## src/rtl/uart_led_tx_if.sv

```systemverilog
// Push handshake between the CPU LED port and the UART output stage.
// The master drives a byte with a one-cycle valid strobe; the slave reports ready (FIFO has room).
interface uart_led_tx_if;
  logic [7:0] data;
  logic       valid;
  logic       ready;

  modport master (output data, output valid, input ready);
  modport slave  (input data, input valid, output ready);
endinterface

```

## src/rtl/uart_led_tx.sv

```systemverilog
// LED byte buffer feeding an 8N1 LSB-first UART transmitter.
// Pushes that arrive while the FIFO is full are dropped and latch a sticky overflow flag.
module uart_led_tx #(
  parameter int unsigned CLKS_PER_BIT = 16,
  parameter int unsigned FIFO_DEPTH   = 4
) (
  input  logic                        clk,
  input  logic                        rst_n,
  uart_led_tx_if.slave                cpu,
  output logic                        tx,
  output logic                        busy,
  output logic [$clog2(FIFO_DEPTH):0] fifo_count,
  output logic                        overflow
);

  localparam int unsigned PtrW  = $clog2(FIFO_DEPTH);
  localparam int unsigned CntW  = PtrW + 1;
  localparam int unsigned BaudW = $clog2(CLKS_PER_BIT);

  localparam logic [CntW-1:0]  DepthC   = CntW'(FIFO_DEPTH);
  localparam logic [BaudW-1:0] BaudLast = BaudW'(CLKS_PER_BIT - 1);

  typedef enum logic [1:0] {StIdle, StStart, StData, StStop} state_e;

  logic [7:0]      mem_q [FIFO_DEPTH];
  logic [PtrW-1:0] wr_ptr_q, rd_ptr_q;
  logic [CntW-1:0] count_q, count_d;
  logic            overflow_q;
  logic            do_push, do_pop;

  state_e          state_q, state_d;
  logic [BaudW-1:0] baud_q, baud_d;
  logic [2:0]      bit_idx_q, bit_idx_d;
  logic [7:0]      shift_q, shift_d;
  logic            tx_q, tx_d;
  logic            baud_last;

  // No bypass: readiness depends only on the registered occupancy.
  assign cpu.ready = (count_q < DepthC);
  assign do_push   = cpu.valid & cpu.ready;
  assign count_d   = count_q + CntW'(do_push) - CntW'(do_pop);

  always_ff @(posedge clk) begin
    if (do_push) begin
      mem_q[wr_ptr_q] <= cpu.data;
    end
  end

  always_ff @(posedge clk or negedge rst_n) begin
    if (!rst_n) begin
      wr_ptr_q   <= '0;
      rd_ptr_q   <= '0;
      count_q    <= '0;
      overflow_q <= 1'b0;
    end else begin
      if (do_push) wr_ptr_q <= wr_ptr_q + PtrW'(1);
      if (do_pop)  rd_ptr_q <= rd_ptr_q + PtrW'(1);
      count_q <= count_d;
      if (cpu.valid && !cpu.ready) overflow_q <= 1'b1;
    end
  end

  always_ff @(posedge clk or negedge rst_n) begin
    if (!rst_n) begin
      state_q   <= StIdle;
      baud_q    <= '0;
      bit_idx_q <= '0;
      shift_q   <= '0;
      tx_q      <= 1'b1;
    end else begin
      state_q   <= state_d;
      baud_q    <= baud_d;
      bit_idx_q <= bit_idx_d;
      shift_q   <= shift_d;
      tx_q      <= tx_d;
    end
  end

  always_comb begin
    state_d   = state_q;
    baud_d    = baud_q;
    bit_idx_d = bit_idx_q;
    shift_d   = shift_q;
    do_pop    = 1'b0;
    tx_d      = 1'b1;
    baud_last = (baud_q == BaudLast);

    unique case (state_q)
      StIdle: begin
        if (count_q != '0) begin
          do_pop  = 1'b1;
          shift_d = mem_q[rd_ptr_q];
          baud_d  = '0;
          state_d = StStart;
        end
      end
      StStart: begin
        if (baud_last) begin
          baud_d    = '0;
          bit_idx_d = '0;
          state_d   = StData;
        end else begin
          baud_d = baud_q + BaudW'(1);
        end
      end
      StData: begin
        if (baud_last) begin
          baud_d  = '0;
          shift_d = {1'b0, shift_q[7:1]};
          if (bit_idx_q == 3'd7) begin
            state_d = StStop;
          end else begin
            bit_idx_d = bit_idx_q + 3'd1;
          end
        end else begin
          baud_d = baud_q + BaudW'(1);
        end
      end
      StStop: begin
        if (baud_last) begin
          baud_d = '0;
          // Back-to-back: the next frame's start bit follows the stop bit with no idle gap.
          if (count_q != '0) begin
            do_pop  = 1'b1;
            shift_d = mem_q[rd_ptr_q];
            state_d = StStart;
          end else begin
            state_d = StIdle;
          end
        end else begin
          baud_d = baud_q + BaudW'(1);
        end
      end
      default: state_d = StIdle;
    endcase

    // Registered line value reflects the state being entered on this edge.
    unique case (state_d)
      StStart: tx_d = 1'b0;
      StData:  tx_d = shift_d[0];
      default: tx_d = 1'b1;
    endcase
  end

  assign tx         = tx_q;
  assign busy       = (state_q != StIdle) || (count_q != '0);
  assign fifo_count = count_q;
  assign overflow   = overflow_q;

endmodule

```

## src/flat_wrapper.sv

```systemverilog
// flat-port wrapper written by rule: the top's interface ports become plain ports
module uart_led_tx_flat 
#(
  parameter int unsigned CLKS_PER_BIT = 16,
  parameter int unsigned FIFO_DEPTH   = 4
)
  (clk, rst_n, tx, busy, fifo_count, overflow, cpu_data, cpu_valid, cpu_ready);
  uart_led_tx_if cpu_i ();
  input  logic clk;
  input  logic rst_n;
  output logic tx;
  output logic busy;
  output logic [$clog2(FIFO_DEPTH):0] fifo_count;
  output logic overflow;
  input wire logic [$bits(cpu_i.data)-1:0] cpu_data;
  input wire logic [$bits(cpu_i.valid)-1:0] cpu_valid;
  output wire logic [$bits(cpu_i.ready)-1:0] cpu_ready;
  assign cpu_i.data = cpu_data;
  assign cpu_i.valid = cpu_valid;
  assign cpu_ready = cpu_i.ready;
  uart_led_tx #(.CLKS_PER_BIT(CLKS_PER_BIT), .FIFO_DEPTH(FIFO_DEPTH)) u_core (.clk(clk), .rst_n(rst_n), .cpu(cpu_i), .tx(tx), .busy(busy), .fifo_count(fifo_count), .overflow(overflow));
endmodule
```

## config.mk

```make
export PLATFORM = sky130hd
export DESIGN_NAME = uart_led_tx_flat
export DESIGN_NICKNAME = d
export VERILOG_FILES = /design/src/rtl/uart_led_tx_if.sv /design/src/rtl/uart_led_tx.sv /design/src/flat_wrapper.sv
export SDC_FILE = /design/constraint.sdc
export NUM_CORES = 1
export LEC_CHECK = 0
export CAP_MARGIN = 20
export CORE_UTILIZATION = 30
export DETAILED_ROUTE_END_ITERATION = 16
export GPL_ROUTABILITY_DRIVEN = 0
export GPL_TIMING_DRIVEN = 0
export SKIP_CTS_REPAIR_TIMING = 1
export SLEW_MARGIN = 10
export SYNTH_ARGS = -nofsm -noshare
export SYNTH_HDL_FRONTEND = slang
export SYNTH_SLANG_ARGS = --single-unit
```

## constraint.sdc

```tcl
create_clock -name clk -period 4.5 [get_ports clk]
set_input_delay 1.125 -clock clk [delete_from_list [all_inputs] [get_ports clk]]
set_output_delay 1.125 -clock clk [all_outputs]
set_load 0.02 [all_outputs]
```

==> results of run 1 <==
==> through the flow <==
stage | std cells | setup slack, ps | utilization, % | hold slack, ps
6_report | 341 | 1020 | 37.0 | 459
3_3_place_gp | 324 | 1400 | 34.5 | 438
5_1_grt | 341 | 777 | 37.0 | 492
2_1_floorplan | 199 | 1960 | - | 465
3_5_place_dp | 325 | 1360 | 34.7 | 444
4_1_cts | 341 | 959 | 37.0 | 460
==> per-layer routing <==
metal  wire length, µm  vias up  share of wire (%)
li1                  -      791                  -
met3               163       10                3.3
met1              2270      817                 46
met2              2370       20                 48
met4                99        0                2.0
met5                 0        -                  0
==> layout by cell type (no fill, tap or decap), types with 4 or more instances in the layout <==
cell type,count
ha_1,14
clkdlybuf4s50_1,17
nor2_1,7
a22o_1,9
mux4_2,8
mux2i_1,8
edfxtp_1,32
clkbuf_8,9
o21ai_0,18
dfrtp_1,25
xnor2_1,4
inv_1,11
nand3_1,4
nand2_1,17
nor3_1,4
and2_1,4
==> Yosys cell counts, types with 7 or more instances <==
cell / count / area [µm²]
nand2_1: 17 / 63.8
a22o_1: 9 / 78.8
mux4_2: 8 / 180
edfxtp_1: 32 / 961
nor2_1: 7 / 26.3
o21ai_0: 18 / 90.1
ha_1: 14 / 175
mux2i_1: 8 / 80.1
inv_1: 11 / 41.3
dfrtp_1: 25 / 626
==> power by group through the flow <==
stage                     Sequential (W)  Clock [W]  Combinational, W
after floorplan                 0.000776          0          0.000473
after global placement          0.000767          0          0.000658
after detailed placement        0.000772          0          0.000685
after CTS                       0.000762   0.000507          0.000686
after global routing            0.000777   0.000529          0.000753
final                           0.000761   0.000492          0.000671
==> sequential cells by signal, indices dropped and copies added, names as in the netlist <==
register           cells
u_core.overflow        1
u_core.shift_q         8
u_core.fifo_count      3
u_core.tx              1
u_core.mem_q          32
u_core.rd_ptr_q        2
u_core.baud_q          4
u_core.bit_idx_q       3
u_core.state_q         2
u_core.wr_ptr_q        2
==> area by class of cell <==
cell class	instances	share of cell area [%]
well taps	108	4.17
repair buffers	18	5.71
multi-input cells	123	31.5
clock buffers	9	3.82
flip-flops and latches	58	49.7
inverters	11	1.27
clock inverters	7	2.43
plain buffers	7	1.35
==> final timing paths <==
| check | startpoint | to | slack [ps] | cells after the start |
|---|---|---|---|---|
| worst max-delay path | u_core.state_q[1] | busy | 1020 | 5 |
| worst min-delay path | u_core.overflow | u_core.overflow | 460 | 1 |
| worst max register to register | u_core.baud_q[0] | u_core.fifo_count[2] | 1730 | 11 |
| worst min register to register | u_core.overflow | u_core.overflow | 460 | 1 |
| max in group asynchronous | rst_n | u_core.tx | 2720 | 2 |
| min in group asynchronous | rst_n | u_core.baud_q[3] | 1180 | 1 |
==> cell families after synthesis <==
| logic type | Yosys count | synth area share [%] |
|---|---|---|
| adders and majority gates | 15 | 7.18 |
| xor gates and xnor gates | 5 | 1.61 |
| buffers and inverters | 18 | 3.13 |
| muxes | 17 | 9.98 |
| and+or+nand+nor | 47 | 8.97 |
| AOI/OAI and AO/OA | 39 | 9.84 |
| DFF | 58 | 59.3 |
==> summary.txt, run 1 <==
GRT
  – Number of global-route vias before repair: 1672
  – Grt total ovfl: 0
  – Initial antenna violation count: 0
  – Global-route wire length before repair: 8400 µm
  – GRT Util Overall: 11.7%
  – Largest net degree at the start of global routing: 15
  – Met1 Usage GRT: 14.5%
  – Layer with the highest usage: met2
  – Met3 Use GR: 3.67%
  – Met2 Usage GRT: 18.1%

STA
  – Crit path time final: 3480 ps
  – Relative slew slack: 56.1%
  – Skew final: 3.69 ps
  – Final worst-path cycle share: 77.3%
  – Final Hold Violating Endpoints: 0
  – Setup TNS: 0 ps
  – Fmax: 287 MHz
  – Setup Viol. Count Final: 0
  – Slew Limit Fails: 0
  – Worst Max-Slew Pin Slew: 657 ps
  – RSZ-0062 raised after global routing: no

Run
  – Max-cap violations: 0

Floorplanning
  – Die Y: 97.2 µm
  – Ports: 18
  – Core Region: 8760 µm²
  – Effective utilization at floorplan: 31.0%
  – Die area: 9450 µm²
  – Std-Cell Rows: 34
  – Die Span X: 97.2 µm

Power and ir drop
  – Internal power: 0.00126 W
  – Sw Ratio: 34.6%
  – Power per Cell Area: 593 nW/µm²
  – Max VDD drop: 0.234 mV
  – Register share of total power: 39.6%
  – Overall power: 0.00192 W
  – Clock power frac: 25.6%
  – Pleak: 1.30 nW
  – Switching power total: 0.000666 W
  – Comb power frac: 34.9%

Synth
  – Sequential element share of the synthesized area: 59.3%
  – Number of synthesized flops with an enable pin: 32
  – Cells after Synth: 199
  – Netlist Area Pre-Place: 2720 µm²
  – Netlist cell types: 42
  – Avg Cell Area, Syn: 13.7 µm²
  – Synthesized Nets: 225
  – YS warnings: 0
  – Post-synthesis register bit count: 58
  – Ys async rst share: 44.8%
  – Most used DFF post-synth: edfxtp_1

Placed design
  – PortBufs: 17
  – Placed cell areas: 3040 µm²
  – Dpl hpwl: 3260 µm

Setup path
  – Critical Path Slowest Stage Cell: nor4b_2
  – Worst path cell trace: inv_1, ha_1, nor4b_2, inv_1, clkdlybuf4s50_1
  – Data required, critical path: 3380 ps
  – Worst-path maximum fanout: 8
  – Crit. End Element: output port
  – Worst Path Arrival: 2350 ps
  – Kind of cell adding the most delay to the critical path: buffers and inverters
  – WS Path Type: flop to output port
  – Crit path largest cell delay: 570 ps
  – Setup crit start kind: flop
  – CP bufs+invs: 3
  – CP dominant cell by count: inv_1

CTS
  – Max Buffers Root-to-Sink: 2
  – Reg clk slew, reported paths: 70 ps
  – Sink Count: 58
  – Inserted Clock Buffers: 9
  – CTS root buf: clkbuf_8
  – Clock Latency Late Sink: 340 ps
  – TritonCTS clock tree: built
  – H-Tree Depth: 3

Drt
  – Total number of vias: 1638
  – DR iter-0 viols: 48
  – DRC: 0
  – Wire per inst: 14.4 µm
  – Drt pass-1 iters: 4
  – Post-Route WL: 4910 µm
  – Vias per cell: 4.80
  – Post-DRT Antenna Nets: 0

Layout
  – Fillers: 869
  – Register area: 1610 µm²
  – Layout cells sized above 1: 15.5%
  – Design area: 3240 µm²
  – Nets: 254
  – Antenna diodes: 0
  – Area of the multi-input gates: 1020 µm²
  – Layout area overhead: 19.2%

Min path
  – Hold WC Path Type: flop to flop

Status
  – Status: finished, final reports clean
Note: power is estimated with default switching activity, not from simulation.
==> run 2: changes to the inputs <==
Clock period 4.5 ns to 2.9 ns, I/O delays scaled along.
==> summary.txt, run 2 (synthesis gave the netlist of run 1 again) <==
Drt
  – Wire per inst: 14.3 µm (-0.71%)
  – DRC: 0 (unchanged)
  – DR iter-0 viols: 47 (-2.1%)
  – Post-DRT Antenna Nets: 0 (unchanged)
  – Vias per cell: 4.79 (-0.27%)
  – Post-Route WL: 4920 µm (+0.16%)
  – Drt pass-1 iters: 4 (unchanged)
  – Total number of vias: 1648 (+0.61%)

Setup path
  – Data required, critical path: 3130 ps (-250 ps)
  – Worst path cell trace: ha_1, and3_1, buf_6, a21oi_4, nor3_1, ha_1, inv_1, ha_1, fa_1, xnor2_1, xnor2_1
  – Worst Path Arrival: 2850 ps (+500 ps)
  – Critical Path Slowest Stage Cell: dfrtp_1
  – CP dominant cell by count: ha_1
  – Setup crit start kind: flop
  – Worst-path maximum fanout: 10 (+2)
  – Crit path largest cell delay: 400 ps (-170 ps)
  – WS Path Type: flop to flop
  – Crit. End Element: flop

Layout
  – Most flops, register: u_core.mem_q
  – Layout cells sized above 1: 16.5% (+1.1 points)
  – Layout area overhead: 20.5%
  – Commonest non-fill, non-tap cells in the layout: 32 x edfxtp_1, 25 x dfrtp_1, 18 x o21ai_0
  – Final non-filler cell total: 344 (+0.88%)
  – Largest regs: u_core.mem_q: 32 flops, u_core.shift_q: 8 flops, u_core.baud_q: 4 flops
  – Max reg flops: 32 (unchanged)
  – Final Core Density: 37.4% (+0.39 points)
  – Nets: 257 (+1.2%)
  – Antenna diodes: 0 (unchanged)
  – Most common cell after layout, fill and taps aside: edfxtp_1
  – Fillers: 865 (-0.46%)

Floorplanning
  – Die Y: 97.2 µm (unchanged)
  – Die area: 9450 µm² (unchanged)
  – Std-Cell Rows: 34 (unchanged)
  – Ports: 18 (unchanged)
  – Die Span X: 97.2 µm (unchanged)
  – Effective utilization at floorplan: 31.0% (unchanged)
  – Core Region: 8760 µm² (unchanged)

Placed design
  – Dpl ws: 125 ps (-1230 ps)
  – Placed cell count: 325 (unchanged)
  – Dpl hpwl: 3260 µm (unchanged)
  – PortBufs: 17 (unchanged)

CTS
  – Clock Latency Late Sink: 340 ps (about the same)
  – Max Buffers Root-to-Sink: 2 (unchanged)
  – Reg clk slew, reported paths: 70 ps (about the same)
  – Inserted Clock Buffers: 9 (unchanged)
  – H-Tree Depth: 3 (unchanged)
  – TritonCTS clock tree: built
  – CTS root buf: clkbuf_8
  – Sink Count: 58 (unchanged)

Power and ir drop
  – Max VDD drop: 0.364 mV (+56%)
  – Pleak: 1.33 nW (+1.6%)
  – Overall power: 0.00302 W (+57%)
  – Power per Cell Area: 921 nW/µm² (+55%)

GRT
  – Number of global-route vias before repair: 1672 (unchanged)
  – Grt total ovfl: 0 (unchanged)
  – GRT Util Overall: 11.7% (unchanged)
  – Initial antenna violation count: 0 (unchanged)
  – Global-route wire length before repair: 8400 µm (unchanged)
  – Largest net degree at the start of global routing: 15 (unchanged)

STA
  – Worst Max-Slew Pin Slew: 656 ps (-0.774 ps)
  – Final Hold Violating Endpoints: 0 (unchanged)
  – Setup TNS: 0 ps (unchanged)
  – Relative slew slack: 56.1% (about the same)
  – Final worst-path cycle share: 90.5%
  – Slew Limit Fails: 0 (unchanged)
  – Fmax: 381 MHz
  – Setup Viol. Count Final: 0 (unchanged)
  – Crit path time final: 2620 ps
  – RSZ-0062 raised after global routing: no
  – Skew final: 3.45 ps (-0.242 ps)
  – Final setup margin: 276 ps (-744 ps)

Min path
  – Hold WC Path Type: flop to flop

Run
  – Max-cap violations: 0 (unchanged)

Status
  – Status: finished, final reports clean
[run 2: changes by cell type in the layout (fill, tap and decap cells not counted), sizes merged]
cell           delta
clkdlybuf4s50     -1
buf               +3
dlymetal6s2s      +1
[run 2: per-stage QoR]
| step | hold slack, ps | area (µm²) |
|---|---|---|
| global route | 492 | 3280 |
| floorplan | 429 | 2720 |
| detailed placement | 444 | 3040 |
| finish | 458 | 3280 |
| global placement | 438 | 3030 |
| CTS | 460 | 3240 |
[run 2: worst paths after layout]
path / from / to / slack (ps) / depth (start not counted)
worst min register to register: u_core.overflow / u_core.overflow / 460 / 1
worst max-delay path: u_core.baud_q[0] / u_core.fifo_count[2] / 280 / 11
max in group asynchronous: rst_n / u_core.tx / 1520 / 2
min in group asynchronous: rst_n / u_core.baud_q[3] / 780 / 1
worst max register to register: u_core.baud_q[0] / u_core.fifo_count[2] / 280 / 11
worst min-delay path: u_core.overflow / u_core.overflow / 460 / 1
[run 2: area by class of cell]
cell class / count / area (µm²) / share of cell area [%]
plain buffers: 7 / 43.8 / 1.34
clock buffers: 9 / 124 / 3.78
clock inverters: 7 / 78.8 / 2.41
inverters: 11 / 41.3 / 1.26
multi-input cells: 123 / 1030 / 31.5
flip-flops and latches: 58 / 1610 / 49.2
well taps: 108 / 135 / 4.12
repair buffers: 21 / 210 / 6.41
[run 2: power by group]
| group | switching [W] | total, W | internal [W] |
|---|---|---|---|
| sequential | 0.000126 | 0.00119 | 0.00106 |
| clock | 0.000362 | 0.000763 | 0.000402 |
| combinational | 0.000557 | 0.00107 | 0.000511 |
| total | 0.00104 | 0.00302 | 0.00197 |
[run 2: worst max-delay path, delay by kind of cell, from the launching register on]
family                   cells  cell delay (ps)
AND/OR/NAND/NOR              2              540
AO/OA/AOI/OAI                1               60
adder cells (fa/ha/maj)      4             1030
flip-flops                   1              400
buffers and inverters        2              190
XOR/XNOR                     2              280
[run 2: routing by layer]
| layer | global-route usage, % | routed length [µm] | share of wire, % |
|---|---|---|---|
| met1 | 14.5 | 2260 | 46 |
| met2 | 18.1 | 2390 | 49 |
| met3 | 3.67 | 159 | 3.2 |
| met4 | 6.45 | 99 | 2.0 |
| met5 | 0 | 0 | 0 |
==> run 3: changes to the inputs <==
Settings changed: ABC_AREA from default to 0.
==> results of run 3 <==
Same layout as run 2: the final DEF is identical, and so are final timing and power.
